[config.mk]
export PLATFORM = sky130hd
export DESIGN_NAME = mem_arbiter
export DESIGN_NICKNAME = d
export VERILOG_FILES = /design/src/rtl/mem_arbiter.sv
export SDC_FILE = /design/constraint.sdc
export NUM_CORES = 1
export LEC_CHECK = 0
export CORE_MARGIN = 5
export CORE_UTILIZATION = 40
export DETAILED_ROUTE_END_ITERATION = 6
export PLACE_DENSITY = 0.83
export SYNTH_ARGS = -nofsm -noshare
export SYNTH_HDL_FRONTEND = slang
export SYNTH_SLANG_ARGS = --single-unit
[constraint.sdc]
create_clock -name clk -period 2.9 [get_ports clk]
set_clock_uncertainty 0.2 [all_clocks]
set_input_delay 0.58 -clock clk [delete_from_list [all_inputs] [get_ports clk]]
set_output_delay 0.58 -clock clk [all_outputs]
set_load 0.05 [all_outputs]
[src/rtl/mem_arbiter.sv]
// mem_arbiter: two-master round-robin arbiter sharing one memory port, one transfer in flight.
// Optional busy-timeout abort is compiled in when MEM_ARB_TIMEOUT_EN is defined.
module mem_arbiter #(
    parameter int unsigned TIMEOUT_CYCLES = 255
) (
    input  logic        clk,
    input  logic        rst,
    input  logic        m0_read,
    input  logic        m1_read,
    input  logic        m0_write,
    input  logic        m1_write,
    input  logic [31:0] m0_addr,
    input  logic [31:0] m1_addr,
    input  logic [31:0] m0_wdata,
    input  logic [31:0] m1_wdata,
    input  logic [3:0]  m0_wstrb,
    input  logic [3:0]  m1_wstrb,
    input  logic        m0_addr_ready,
    input  logic        m1_addr_ready,
    output logic [31:0] m0_rdata,
    output logic [31:0] m1_rdata,
    output logic        m0_data_ready,
    output logic        m1_data_ready,
    output logic        m0_err,
    output logic        m1_err,
    output logic        s_read,
    output logic        s_write,
    output logic [31:0] s_addr,
    output logic [31:0] s_wdata,
    output logic [3:0]  s_wstrb,
    output logic        s_addr_ready,
    input  logic [31:0] s_rdata,
    input  logic        s_data_ready
);
    localparam int unsigned ADDR_W = 32;
    localparam int unsigned DATA_W = 32;
    localparam int unsigned STRB_W = 4;

    typedef enum logic {
        IDLE = 1'b0,
        BUSY = 1'b1
    } state_t;

    typedef struct packed {
        logic              read;
        logic              write;
        logic [ADDR_W-1:0] addr;
        logic [DATA_W-1:0] wdata;
        logic [STRB_W-1:0] wstrb;
    } req_t;

    // A simultaneous read and write request is carried out as a write.
    function automatic req_t make_req(
        input logic              rd,
        input logic              wr,
        input logic [ADDR_W-1:0] a,
        input logic [DATA_W-1:0] d,
        input logic [STRB_W-1:0] s
    );
        req_t r;
        r.read  = rd & ~wr;
        r.write = wr;
        r.addr  = a;
        r.wdata = d;
        r.wstrb = s;
        return r;
    endfunction

    state_t                 state_q, state_d;
    logic                   last_q, last_d;
    logic                   owner_q, owner_d;
    req_t                   req_q, req_d;
    logic                   sar_q, sar_d;
    logic [1:0][DATA_W-1:0] rdata_q, rdata_d;
    logic [1:0]             dr_q, dr_d;
    logic [1:0]             err_q, err_d;
    logic [1:0]             elig;
    logic                   pick;
    logic                   abort;

`ifdef MEM_ARB_TIMEOUT_EN
    localparam int unsigned CNT_W = $clog2(TIMEOUT_CYCLES + 1);

    logic [CNT_W-1:0] cnt_q, cnt_d;

    // Expiry only counts when the slave has not answered in the same cycle.
    assign abort = (state_q == BUSY) && !s_data_ready && (cnt_q == CNT_W'(TIMEOUT_CYCLES));
`else
    logic unused_timeout;

    assign unused_timeout = ^TIMEOUT_CYCLES;
    assign abort          = 1'b0;
`endif

    // A master whose completion pulse is showing this cycle is not eligible.
    assign elig = {m1_addr_ready & (m1_read | m1_write) & ~dr_q[1],
                   m0_addr_ready & (m0_read | m0_write) & ~dr_q[0]};

    always_comb begin
        state_d = state_q;
        last_d  = last_q;
        owner_d = owner_q;
        req_d   = req_q;
        sar_d   = sar_q;
        rdata_d = rdata_q;
        dr_d    = 2'b00;
        err_d   = 2'b00;
        pick    = 1'b0;
`ifdef MEM_ARB_TIMEOUT_EN
        cnt_d   = cnt_q;
`endif
        case (state_q)
            IDLE: begin
                if (elig != 2'b00) begin
                    pick    = (elig == 2'b11) ? ~last_q : elig[1];
                    owner_d = pick;
                    last_d  = pick;
                    req_d   = pick ? make_req(m1_read, m1_write, m1_addr, m1_wdata, m1_wstrb)
                                   : make_req(m0_read, m0_write, m0_addr, m0_wdata, m0_wstrb);
                    sar_d   = 1'b1;
                    state_d = BUSY;
`ifdef MEM_ARB_TIMEOUT_EN
                    cnt_d   = '0;
`endif
                end
            end
            BUSY: begin
                if (s_data_ready || abort) begin
                    rdata_d[owner_q] = (s_data_ready && req_q.read) ? s_rdata : '0;
                    dr_d[owner_q]    = 1'b1;
                    err_d[owner_q]   = abort;
                    req_d.read       = 1'b0;
                    req_d.write      = 1'b0;
                    sar_d            = 1'b0;
                    state_d          = IDLE;
                end
`ifdef MEM_ARB_TIMEOUT_EN
                else begin
                    cnt_d = cnt_q + CNT_W'(1);
                end
`endif
            end
        endcase
    end

    always_ff @(posedge clk or negedge rst) begin
        if (!rst) begin
            state_q <= IDLE;
            last_q  <= 1'b1;
            owner_q <= 1'b0;
            req_q   <= '0;
            sar_q   <= 1'b0;
            rdata_q <= '0;
            dr_q    <= 2'b00;
            err_q   <= 2'b00;
        end else begin
            state_q <= state_d;
            last_q  <= last_d;
            owner_q <= owner_d;
            req_q   <= req_d;
            sar_q   <= sar_d;
            rdata_q <= rdata_d;
            dr_q    <= dr_d;
            err_q   <= err_d;
        end
    end

`ifdef MEM_ARB_TIMEOUT_EN
    always_ff @(posedge clk or negedge rst) begin
        if (!rst) begin
            cnt_q <= '0;
        end else begin
            cnt_q <= cnt_d;
        end
    end
`endif

    assign s_read        = req_q.read;
    assign s_write       = req_q.write;
    assign s_addr        = req_q.addr;
    assign s_wdata       = req_q.wdata;
    assign s_wstrb       = req_q.wstrb;
    assign s_addr_ready  = sar_q;
    assign m0_rdata      = rdata_q[0];
    assign m1_rdata      = rdata_q[1];
    assign m0_data_ready = dr_q[0];
    assign m1_data_ready = dr_q[1];
    assign m0_err        = err_q[0];
    assign m1_err        = err_q[1];

endmodule

==> metrics.cfg <==
[yosys]
ys_top_cells_by_area = dfrtp_1 56%, mux2_2 12%, mux2_1 10%
synth_cells = 509
synthTopCellsByCount = 139 x dfrtp_1, 97 x nand2_1, 68 x mux2_2, 64 x o21ai_0, 58 x mux2_1
yosysTopAreaCell = dfrtp_1
netlist.area_leader.share_pct = 55.82
yosysWarnings = 0
muxShareOfSynthArea_pct = 25.66
syn_avg_cell_area_um2 = 12.24
synth_edf_count = 0
synth_compound_area_share_pct = 6.586
ys_seq_area_share_pct = 56.24
syn_area_um2 = 6231
synth_fa_ha_area_share_pct = 0
yosysMostFrequentCell = dfrtp_1
ys_types = 32
synth_top_family_by_area = multiplexers
async_flop_share_pct = 100.0
post_synth_xor_area_fraction_pct = 0
dominantRegCellSynth = dfrtp_1
yosys.area_share.simple_pct = 7.570
ys_ff_latch = 140

[worst_setup_path]
startpoint = s_read
crit_required_ns = 2.12
worstPathMaxFanout = 3
arrival_ns = 1.63
setup.worst_path.class = reg -> out
max_stage_delay_ns = 0.85
cp-start-kind = register
cp-end-kind = output pin
crit_slowest_cell = clkdlybuf4s50_1
critPathBufInv = 1
crit_path_cell_trace = clkdlybuf4s50_1
critPathTopFamily = buffers and inverters
regToRegStartpoint = last_q

[final_layout]
nets = 1003
multi_input_area_um2 = 2506
syn_to_final_growth_pct = 65.12
fill_cells = 1123
drive_gt1_share_pct = 16.35
antenna_cells = 0
final-seq-area_um2 = 3505
design_area_um2 = 10290

[cts]
cts_root_buffer = clkbuf_16
clk_latency_ns = 0.41
h-tree-depth = 4
numClockSinks = 140
cts_resized = 0
cts_buffer_depth = 2
clk_pin_slew_worst_paths_ns = 0.06
cts_buffers = 17
tritoncts = built

[placement]
dpl_worst_slack_ns = 0.1331
place.gp.congestion = 0.7823
dp_hpwl_mm = 14.63
dpl-instance-area_um2 = 9683
portBuffers = 313

[die]
rows = 45
ios = 316
die_area_um2 = 18170
initial_utilization_pct = 40.84
core_area_um2 = 15260
die_w_um = 134.8
die_y_um = 134.8

[grt]
grt_max_degree = 61
antenna_found_initial = 0
overflow = 0
track_usage_pct = 20.85
grt_pass1_vias = 5401
grt_first_pass_wirelength_mm = 29.20

[status]
status = finished clean

[drt]
wl_per_cell_um = 18.00
drc_errors = 0
ant_nets = 0
vias_per_cell = 4.735
wirelength_mm = 18.88
vias = 4967
drt_iter0_markers = 150
first_pass_iters = 4

[timing]
worst_slack_ns = 0.4873
slew_headroom_pct = 60.20
slew_viol_final = 0
worst_slew_pin_slew_ns = 0.5951
finalSetupTns_ns = 0
setup-violations-final = 0
max_freq_mhz = 414.5
period_minus_slack_ns = 2.413
post-route-period-util_pct = 83.20
rsz0062_at_grt = false
hold_viol_final = 0

[power_and_ir_drop]
cellLeakagePower_uw = 0.004257
powerDensity_nw_per_um2 = 1020
peakVddDrop_uv = 446.8

[hold_path]
hold_start = m0_rdata[2]
hp-class = reg -> reg

[flow_run]
maxCapViolCount = 0

==> per-layer routing <==
metal  GRT usage, %  vias up  part of all wire, %
met2          34.96      220                   49
met1          23.00     2326                   38
met4          9.276        0                  3.3
li1               -     2376                    -
met3          9.016       45                   10
met5              0        -                    0
==> sequential cells by signal (all words and copies together) (netlist names), 2 cells and up <==
signal and flops:
dr_q 2, s_wdata 32, s_wstrb 4, m1_rdata 32, s_addr 32, m0_rdata 32
==> per-stage QoR <==
stage               utilization (%)  total power (uW)  cells  hold WS [ns]
finish                        67.43             10500   1049        0.2764
global route                  67.43             10960   1049        0.2976
CTS                           67.43             10610   1049        0.2774
detailed placement            63.46              8410   1017        0.2691
global placement              63.46              8327   1017        0.2601
floorplan                         -              6354    510       0.08441
==> worst paths after layout <==
check | to | slack [ns] | cells past startpoint
worst min-delay path | m0_rdata[2] | 0.28 | 2
max in group asynchronous | m0_rdata[8] | 1.37 | 3
worst max-delay path | s_read | 0.49 | 1
min in group asynchronous | m0_rdata[30] | 0.46 | 2
worst min register to register | m0_rdata[2] | 0.28 | 2
worst max register to register | s_wstrb[0] | 0.67 | 5
==> worst register-to-register path: stages, from the launching register on <==
cell and delay, ns:
dfstp_2 0.54, nand3b_1 0.14, o221ai_4 0.24, buf_4 0.37, mux2_1 0.37, mux2_2 0.26
==> layout by cell type, fill, tap and decap left out, types with 2 or more instances in the layout <==
| cell | netlist | final |
|---|---|---|
| clkdlybuf4s50_1 | 0 | 312 |
| dfrtp_1 | 139 | 139 |
| nand2_1 | 97 | 97 |
| mux2_2 | 68 | 68 |
| o21ai_0 | 64 | 64 |
| mux2_1 | 58 | 58 |
| clkbuf_16 | 0 | 17 |
| mux2_4 | 10 | 10 |
| buf_4 | 9 | 10 |
| buf_12 | 0 | 9 |
| inv_1 | 5 | 5 |
| nor2_1 | 5 | 5 |
| clkbuf_8 | 0 | 4 |
| nand2b_1 | 3 | 3 |
| mux2i_1 | 3 | 3 |
| clkinvlp_4 | 0 | 3 |
| clkinv_2 | 0 | 3 |
| nand3_2 | 0 | 2 |
| a21oi_1 | 2 | 2 |
| conb_1 | 1 | 2 |
| bufinv_16 | 0 | 2 |
| clkinv_4 | 0 | 2 |
==> timing repair <==
item,4_1_cts,5_1_grt
endpoints found under the setup margin,0,0
hold buffers,1,0
setup buffers,0,0
hold endpoints to repair,41,0
==> final cells by class <==
type	instances	share of cell area [%]
flip-flops and latches	140	34.06
repair buffers	333	33.04
multi-input cells	329	24.36
clock buffers	21	4.670
well taps	211	2.566
clock inverters	10	1.119
inverters	5	0.1824
==> where the power goes <==
part           leakage, uW  total, uW  internal, uW  switching (uW)
sequential         0.00178       2980          2620             360
clock             0.000287       2160          1350             811
combinational      0.00219       5360          2020            3340
total              0.00426      10500          5980            4510
==> logic make-up (layout without fill, tap and decap cells) <==
logic type,Yosys count,count (layout)
AO/OA/AOI/OAI,73,73
buffers and inverters,41,369
flip-flops,140,140
multiplexers,139,139
other,1,2
AND/OR/NAND/NOR,115,115
Note: power is estimated with default switching activity, not from simulation.
